File: config.mk
export PLATFORM = sky130hd
export DESIGN_NAME = pool_out_writer
export DESIGN_NICKNAME = d
export VERILOG_FILES = /design/src/rtl/pool_out_writer.sv
export SDC_FILE = /design/constraint.sdc
export NUM_CORES = 2
export LEC_CHECK = 0
export ABC_AREA = 1
export BUFFER_PORTS_ARGS = -buffer_cell sky130_fd_sc_hd__buf_2
export CAP_MARGIN = 10
export CORE_ASPECT_RATIO = 0.9
export CORE_MARGIN = 2
export CORE_UTILIZATION = 56
export CTS_CLUSTER_DIAMETER = 50
export DETAILED_ROUTE_END_ITERATION = 10
export PLACE_DENSITY_LB_ADDON = 0.08
export RECOVER_POWER = 50
export SLEW_MARGIN = 20
export SYNTH_ARGS = -nofsm -noshare
export SYNTH_HDL_FRONTEND = slang
export SYNTH_SLANG_ARGS = --single-unit
File: constraint.sdc
create_clock -name clk -period 4.7 [get_ports clk]
set_input_delay 0.94 -clock clk [delete_from_list [all_inputs] [get_ports clk]]
set_output_delay 0.94 -clock clk [all_outputs]
set_load 0.1 [all_outputs]
File: src/rtl/pool_out_writer.sv
// rtl/pool_out_writer.sv - pooled-word FIFO and burst memory writer
//
// Buffers packed pooled words (NUM_PE lanes of OP_WIDTH) in a show-ahead FIFO
// and writes each layer to memory as address/data bursts.
// Optional feature macro: POOL_OUT_RELU_EN (clamp negative signed lanes to 0 before push).
//
// Ports:
//   clk, reset                 clock, asynchronous active-low reset
//   cfg_start                  start pulse, ignored while busy
//   cfg_base_addr              first word byte address
//   cfg_num_words              words in the layer
//   cfg_burst_len              beats per burst minus 1
//   busy, done, overflow       status: running, completion pulse, sticky drop flag
//   pool_data, pool_valid      pooled word input (never stalls)
//   pool_ready                 advisory, !fifo_full
//   wr_addr_req/wr_addr/wr_burst_len/wr_addr_ready      burst address channel
//   wr_data/wr_data_valid/wr_data_last/wr_data_ready    burst data channel
module pool_out_writer #(
    parameter int OP_WIDTH        = 16,
    parameter int NUM_PE          = 4,
    parameter int DATA_WIDTH      = OP_WIDTH * NUM_PE,
    parameter int ADDR_WIDTH      = 32,
    parameter int FIFO_ADDR_WIDTH = 5,
    parameter int BURST_WIDTH     = 4,
    parameter int COUNT_WIDTH     = 16
) (
    input  logic                   clk,
    input  logic                   reset,
    input  logic                   cfg_start,
    input  logic [ADDR_WIDTH-1:0]  cfg_base_addr,
    input  logic [COUNT_WIDTH-1:0] cfg_num_words,
    input  logic [BURST_WIDTH-1:0] cfg_burst_len,
    output logic                   busy,
    output logic                   done,
    output logic                   overflow,
    input  logic [DATA_WIDTH-1:0]  pool_data,
    input  logic                   pool_valid,
    output logic                   pool_ready,
    output logic                   wr_addr_req,
    output logic [ADDR_WIDTH-1:0]  wr_addr,
    output logic [BURST_WIDTH-1:0] wr_burst_len,
    input  logic                   wr_addr_ready,
    output logic [DATA_WIDTH-1:0]  wr_data,
    output logic                   wr_data_valid,
    output logic                   wr_data_last,
    input  logic                   wr_data_ready
);

    localparam int DEPTH      = 1 << FIFO_ADDR_WIDTH;
    localparam int BEAT_WIDTH = BURST_WIDTH + 1;
    localparam logic [ADDR_WIDTH-1:0] WORD_BYTES = ADDR_WIDTH'(DATA_WIDTH / 8);

    typedef enum logic [2:0] {S_IDLE, S_WAIT, S_ADDR, S_DATA, S_FIN} state_t;

    logic [DATA_WIDTH-1:0]      push_data;
    logic [DATA_WIDTH-1:0]      mem [DEPTH];
    logic [FIFO_ADDR_WIDTH-1:0] wptr;
    logic [FIFO_ADDR_WIDTH-1:0] rptr;
    logic [FIFO_ADDR_WIDTH:0]   count;
    logic                       fifo_full;
    logic                       push;
    logic                       pop;
    logic                       drop;

    state_t                     state;
    logic [BURST_WIDTH-1:0]     burst_len_q;
    logic [COUNT_WIDTH-1:0]     remaining;
    logic [ADDR_WIDTH-1:0]      addr;
    logic [BEAT_WIDTH-1:0]      beats_q;
    logic [BEAT_WIDTH-1:0]      beat_cnt;
    logic [BEAT_WIDTH-1:0]      burst_max;
    logic [BEAT_WIDTH-1:0]      beats_next;

`ifdef POOL_OUT_RELU_EN
    always_comb begin
        push_data = pool_data;
        for (int i = 0; i < NUM_PE; i++) begin
            if (pool_data[i*OP_WIDTH + OP_WIDTH - 1])
                push_data[i*OP_WIDTH +: OP_WIDTH] = '0;
        end
    end
`else
    assign push_data = pool_data;
`endif

    // Full is judged before any same-cycle pop, so a push into a full FIFO is dropped.
    assign fifo_full  = (count == (FIFO_ADDR_WIDTH+1)'(DEPTH));
    assign push       = pool_valid && !fifo_full;
    assign drop       = pool_valid && fifo_full;
    assign pop        = wr_data_valid && wr_data_ready;
    assign pool_ready = !fifo_full;
    assign wr_data    = mem[rptr];
    assign wr_addr    = addr;

    always_ff @(posedge clk or negedge reset) begin
        if (!reset) begin
            wptr  <= '0;
            rptr  <= '0;
            count <= '0;
        end else begin
            if (push) wptr <= wptr + 1'b1;
            if (pop)  rptr <= rptr + 1'b1;
            if (push && !pop)
                count <= count + 1'b1;
            else if (pop && !push)
                count <= count - 1'b1;
        end
    end

    always_ff @(posedge clk) begin
        if (push) mem[wptr] <= push_data;
    end

    // Beats for the next burst: the configured length, clipped to the words left.
    assign burst_max  = {1'b0, burst_len_q} + BEAT_WIDTH'(1);
    assign beats_next = (remaining < COUNT_WIDTH'(burst_max)) ? BEAT_WIDTH'(remaining) : burst_max;

    always_ff @(posedge clk or negedge reset) begin
        if (!reset) begin
            state         <= S_IDLE;
            burst_len_q   <= '0;
            remaining     <= '0;
            addr          <= '0;
            beats_q       <= '0;
            beat_cnt      <= '0;
            busy          <= 1'b0;
            done          <= 1'b0;
            overflow      <= 1'b0;
            wr_addr_req   <= 1'b0;
            wr_burst_len  <= '0;
            wr_data_valid <= 1'b0;
            wr_data_last  <= 1'b0;
        end else begin
            done <= 1'b0;
            if (drop) overflow <= 1'b1;
            case (state)
                S_IDLE: begin
                    if (cfg_start) begin
                        burst_len_q <= cfg_burst_len;
                        remaining   <= cfg_num_words;
                        addr        <= cfg_base_addr;
                        busy        <= 1'b1;
                        overflow    <= drop;
                        state       <= (cfg_num_words == '0) ? S_FIN : S_WAIT;
                    end
                end
                S_WAIT: begin
                    if (32'(count) >= 32'(beats_next)) begin
                        beats_q      <= beats_next;
                        wr_burst_len <= BURST_WIDTH'(beats_next - BEAT_WIDTH'(1));
                        wr_addr_req  <= 1'b1;
                        state        <= S_ADDR;
                    end
                end
                S_ADDR: begin
                    if (wr_addr_ready) begin
                        wr_addr_req   <= 1'b0;
                        beat_cnt      <= '0;
                        wr_data_valid <= 1'b1;
                        wr_data_last  <= (beats_q == BEAT_WIDTH'(1));
                        state         <= S_DATA;
                    end
                end
                S_DATA: begin
                    if (pop) begin
                        if (beat_cnt == beats_q - BEAT_WIDTH'(1)) begin
                            wr_data_valid <= 1'b0;
                            wr_data_last  <= 1'b0;
                            remaining     <= remaining - COUNT_WIDTH'(beats_q);
                            addr          <= addr + ADDR_WIDTH'(beats_q) * WORD_BYTES;
                            state         <= (remaining == COUNT_WIDTH'(beats_q)) ? S_FIN : S_WAIT;
                        end else begin
                            beat_cnt     <= beat_cnt + BEAT_WIDTH'(1);
                            wr_data_last <= (beat_cnt + BEAT_WIDTH'(2) == beats_q);
                        end
                    end
                end
                S_FIN: begin
                    done  <= 1'b1;
                    busy  <= 1'b0;
                    state <= S_IDLE;
                end
                default: state <= S_IDLE;
            endcase
        end
    end

endmodule

=== After elaboration in Yosys (flattened, before gate mapping) ===
Memories as Yosys holds them, arrays and structs flattened.
Cells that the tools add are included.

* Bits in registers: 91
* Bits in writable memories: 2048
* Input port bits: 122
* Output and inout port bits: 107
* Logic and storage cells: 111
* Memories kept: 1

* $add $sub $neg: 11
* Magnitude comparators: 2
* Equality and inequality tests: 15
* Mux-type cells: 42
* Reductions and logical operators: 24

{| class="wikitable"
|+ Memory list
! memory !! depth !! width !! rd ports !! clocked after Yosys merged registers in !! write ports !! line !! RTL
|-
| mem || 32 || 64 || 1 || 0 || 1 || 56 || <nowiki>logic [DATA_WIDTH-1:0] mem [DEPTH];</nowiki>
|}

{| class="wikitable"
|+ Operators by type and width
! operator !! count
|-
| two-way mux 32 bit || 3
|-
| case mux 32 bit (2 select lines) || 1
|-
| two-way mux 16 bit || 3
|-
| adder 32 x 8 -> 32 bit || 1
|-
| case mux 16 bit (2 select lines) || 1
|-
| two-way mux 3 bit || 7
|-
| two-way mux 5 bit || 4
|-
| == test 16 x 5 -> 1 bit || 1
|-
| logical NOT 16 bit || 1
|-
| < comparator 16 x 5 -> 1 bit || 1
|-
| subtractor 16 x 5 -> 16 bit || 1
|-
| adder 5 x 1 -> 5 bit, second input constant || 3
|-
| two-way mux 1 bit || 15
|-
| two-way mux 6 bit || 2
|-
| inequality test 2 bit, second input constant || 6
|-
| case mux 3 bit (4 select lines) || 1
|-
| AND reduction 4 bit || 3
|-
| == test 5 bit || 2
|-
| case mux 5 bit (2 select lines) || 1
|-
| nonzero test 2 bit || 5
|-
| case mux 1 bit (2 select lines) || 4
|-
| adder 6 x 1 -> 6 bit, second input constant || 1
|-
| == test 3 x 2 -> 1 bit, second input constant || 2
|-
| == test 6 bit, second input constant || 1
|-
| other kinds (15) || 24
|}

=== Longest topological paths before layout ===
* Depth in word-level cells: 7
* Gate-level depth with buffers: 27
* Gate-level depth less buffers: 27

=== Least setup slack after synthesis ===
Ideal clock, no wire load.

* Kind: input port to flip-flop
* From: input pool_valid
* To: memory mem[11][0] (netlist bit), enable pin
* Setup time: 0.486 ns
* Arrival time: 4.389 ns
* Data required time: 4.214 ns
* Setup slack: -0.175 ns
* Stages on the path: 6
* Path buffers: 0
* Path through: inv_1 > nor2_1 > inv_1 > nor2_1 > inv_1 > nor2_1

* Longest elaborated chain between the ends: 3

{| class="wikitable"
|+ RTL lines
! element !! line !! RTL
|-
| from (decl) || 37 || <nowiki>input logic pool_valid,</nowiki>
|-
| logical AND 1 bit || 88 || <nowiki>assign push = pool_valid && !fifo_full;</nowiki>
|-
| net push || 61 || <nowiki>logic push;</nowiki>
|-
| two-way mux 1 bit || 111 || <nowiki>if (push) mem[wptr] <= push_data;</nowiki>
|-
| two-way mux 1 bit (implied by the code) || 111 ||
|-
| to (decl) || 56 ||
|}

The timed path passes the listed nets, and every way through them passes these cells.

=== Final worst setup path ===
* From: register rptr[1]
* To: output wr_data[48]

* Longest elaborated chain between the ends: 1

{| class="wikitable"
|+ RTL lines
! element !! line !! RTL
|-
| from (decl) || 58 || <nowiki>logic [FIFO_ADDR_WIDTH-1:0] rptr;</nowiki>
|-
| from (signal assigned) || 102 || <nowiki>if (pop) rptr <= rptr + 1'b1;</nowiki>
|-
| memory (32 x 64 bit) || n/a ||
|-
| to (decl) || 43 || <nowiki>output logic [DATA_WIDTH-1:0] wr_data,</nowiki>
|}

No other way between the ends.

==> summary.txt <==
Yosys
  – Synth unique cells: 46
  – Post-Syn Nets: 6669
  – Cells after Synth: 6512
  – Sequential-to-total area share from yosys stat: 75.0%
  – Top FF cell, synth: edfxtp_1
  – Synth Cell Area: 0.0851 mm^2
  – Synth Register Bits: 2139
  – Synthesis Warnings: 0
  – Synth top area cells: edfxtp_1, o21ai_0, nor2_1, dfrtp_1, o22ai_1
  – Number of synthesized flops with an enable pin: 2048
  – Area leader, netlist: edfxtp_1
  – Yosys top cell area share: 72.3%
  – Post-synthesis async set-or-reset flop share: 4.25%
  – Syn_area_per_cell: 13.1 um^2

Layout
  – Final Cell Area: 0.0971 mm^2
  – Share of cells above drive strength 1: 10.3%
  – Nets@finish: 6858
  – Commonest non-fill, non-tap cells in the layout: edfxtp_1, nor2_1, o21ai_0, nand2_1, o22ai_1
  – Final-layout fill cell count: 11100
  – Synthesis-to-layout area growth: 14.1%
  – Commonest non-fill, non-tap cell in the layout: edfxtp_1

GRT
  – GRT overflow: 0
  – First-pass GRT wire length: 355 mm
  – GRT Max-Usage Layer: met2
  – Largest net degree at the start of global routing: 186
  – Global Route met3 Usage: 4.93%
  – GR Util met2: 48.9%
  – Initial antenna violation count: 11
  – GR Util met1: 44.3%
  – GRT Overall Usage: 30.9%
  – Number of global-route vias before repair: 53700

Timing
  – FMAX: 0.214 GHz
  – Worst slew pin tran: 2.54 ns
  – Skew final: 0.0432 ns
  – Min Clock Period, post-route: 4.68 ns
  – Final WS setup: 0.0226 ns
  – Final Max Tran Viols: 152
  – Final Setup Violations: 0
  – Unrepaired setup endpoints after global routing: true
  – Final hold vios: 0
  – Slew margin rel.: -69.1%
  – Period utilisation layout: 99.5%

Power
  – NetSw: 28.8 mW
  – Sequential share of power: 34.0%
  – PD cells: 705 mW/mm^2
  – Clock share of power: 23.6%
  – Leak Pwr: 31.6 nW
  – P_int: 39.7 mW
  – Net Sw Frac: 42.0%
  – Logic gate share of total power: 42.5%
  – Max IR drop VDD: 1.05 mV

Job
  – Max cap viols: 3

Placement
  – PortBufs: 228
  – Placed cell area: 0.0904 mm^2
  – Place WS: 0.705 ns
  – DPL Wire Length: 120 mm
  – Routability Congestion: 0.864

Detailed routing
  – Drt pass-1 iters: 6
  – WL/cell: 27.3 um
  – Post-DRT Antenna Nets: 0
  – Iter 0 DRT Violations: 7864
  – DRC: 0
  – DRT Wirelength: 242 mm
  – Via Count: 56200
  – Via/cell ratio: 6.34

Run status
  – Status: finished, violations left
  – Failing checks: capacitance limit, slew limit

Floorplan
  – Initial Utilization: 56.5%
  – Site row count: 135
  – Width of the chip: 415 um
  – Ports: 229
  – Core area: 0.151 mm^2
  – Die area: 0.155 mm^2
  – Die H: 374 um

Setup path
  – Reg2Reg Depth: 9
  – Critical path class: flop to primary output
  – R2R Path Start: count[5]
  – Worst EP arrival: 3.74 ns
  – Crit Reg-Reg Endpoint: mem[4][6]
  – Crit-path slowest cell: dfrtp_4
  – Crit-path max cell delay: 0.61 ns
  – CP Cell Sequence: buf_16 -> o21ai_0 -> o22ai_1 -> nor2_1 -> o21ai_0 -> a211oi_1 -> a31oi_2 -> buf_12
  – R2r setup slk: 0.23 ns
  – Critical Path RT: 3.76 ns
  – Setup crit start kind: flop
  – CP most frequent cell: o21ai_0
  – CP Max Fanout: 185
  – Endpoint class of the critical path: primary output

CTS
  – H-tree depth: 4
  – Clk buf depth: 3
  – Clock slew at reported path FFs: 0.06 ns
  – Worst-skew pair later-pin latency: 0.86 ns
  – CTS Buf Count: 208
  – Clock tree from TritonCTS: done
  – Clk sink count: 2139
  – CTS Root Cell: clkbuf_16

Min path
  – Worst Hold Endpoint: burst_len_q[1]
  – Hold path start: cfg_burst_len[1]
  – Hold depth: 3
  – Worst hold path class: primary input to flop
## layer usage
| metal | wire length [um] | part of all wire (%) |
|---|---|---|
| met2 | 114000 | 47 |
| met3 | 22500 | 9.3 |
| met1 | 98500 | 41 |
| met5 | 58 | 0.024 |
| met4 | 7260 | 3.0 |
## what timing repair did
action	CTS	global route
hold buffers	0	0
gates cloned	0	1
endpoints found under the hold margin	0	0
setup endpoints to repair	54	41
pin swaps	0	0
resized for setup	16	20
setup buffers	2	3
## cells by family after synthesis
logic type	share of synthesized area [%]
xor gates and xnor gates	0.525
DFF	75.0
adders and majority gates	0.541
and+or+nand+nor	8.34
AOI/OAI and AO/OA	12.9
buffers and inverters	2.68
## cells in the mapped netlist, drive strengths merged (3+ instances only)
master / number
ha: 32
nand2: 387
nor3: 42
clkbuf: 315
and2: 4
xor2: 35
o21ai: 1154
nand4: 16
fa: 3
a211oi: 32
a21oi: 89
a31oi: 131
o221ai: 166
xnor2: 16
inv: 107
nor2: 1246
o22ai: 331
buf: 131
edfxtp: 2048
dfrtp: 91
nand3: 103
or2: 3
o211ai: 9
nor4: 7
## critical path: cells and delay by family (launching register included)
| family | cells | cell delay, ns |
|---|---|---|
| AOI/OAI and AO/OA | 5 | 1.16 |
| buffers and inverters | 2 | 0.67 |
| DFF | 1 | 0.61 |
| and+or+nand+nor | 1 | 0.05 |
## power groups by stage
stage | Combinational [mW] | Sequential (mW) | Clock (mW)
finish | 29.1 | 23.3 | 16.1
detailed placement | 28.6 | 23.6 | 0
CTS | 28.8 | 23.2 | 16.3
global route | 31.0 | 23.4 | 17.0
global placement | 28.3 | 23.6 | 0
floorplan | 17.5 | 24.5 | 0
## worst max-delay path by stage
stage                     from     endpoint  slack [ns]  cells after the start
CTS                    rptr[1]  wr_data[56]       0.002                      8
global route           rptr[0]   wr_data[6]       -0.04                     11
floorplan           pool_valid   mem[11][0]       -0.18                      6
detailed placement     rptr[0]  wr_data[18]        0.71                      8
finish                 rptr[1]  wr_data[48]        0.02                      8
global placement       rptr[0]  wr_data[20]        0.74                     10
## sequential cells by signal (all words and copies together), names as in the netlist, 3 cells and up
register	cells
mem	2048
beat_cnt	5
burst_len_q	4
rptr	5
state	3
count	6
wr_burst_len	4
remaining	16
beats_q	5
wr_addr	32
wptr	5
## layout make-up
type                       count  area [um^2]  share of cell area (%)
clock buffer                 270         5520                    5.68
inverter                     109          482                   0.496
timing repair inverter         1         11.3                  0.0116
clock inverter               111         1030                    1.06
multi-input combinational   3818        19300                    19.9
tap                         1986         2480                    2.56
sequential                  2139        63800                    65.7
timing repair buffer         424         4450                    4.58
antenna                        6         15.0                  0.0155
## metrics by stage
stage	hold slack [ns]	total power, mW	cells	setup TNS, ns	utilization, %
after detailed placement	0.477	52.2	8471	0	60.0
final	0.310	68.5	8864	0	64.4
after global routing	0.293	71.4	8861	-0.0974	64.4
after global placement	0.459	51.9	8471	0	60.0
after floorplan	0.459	42.0	6512	-205.57	-
after CTS	0.264	68.3	8854	0	64.4
Note: power is estimated with default switching activity, not from simulation.
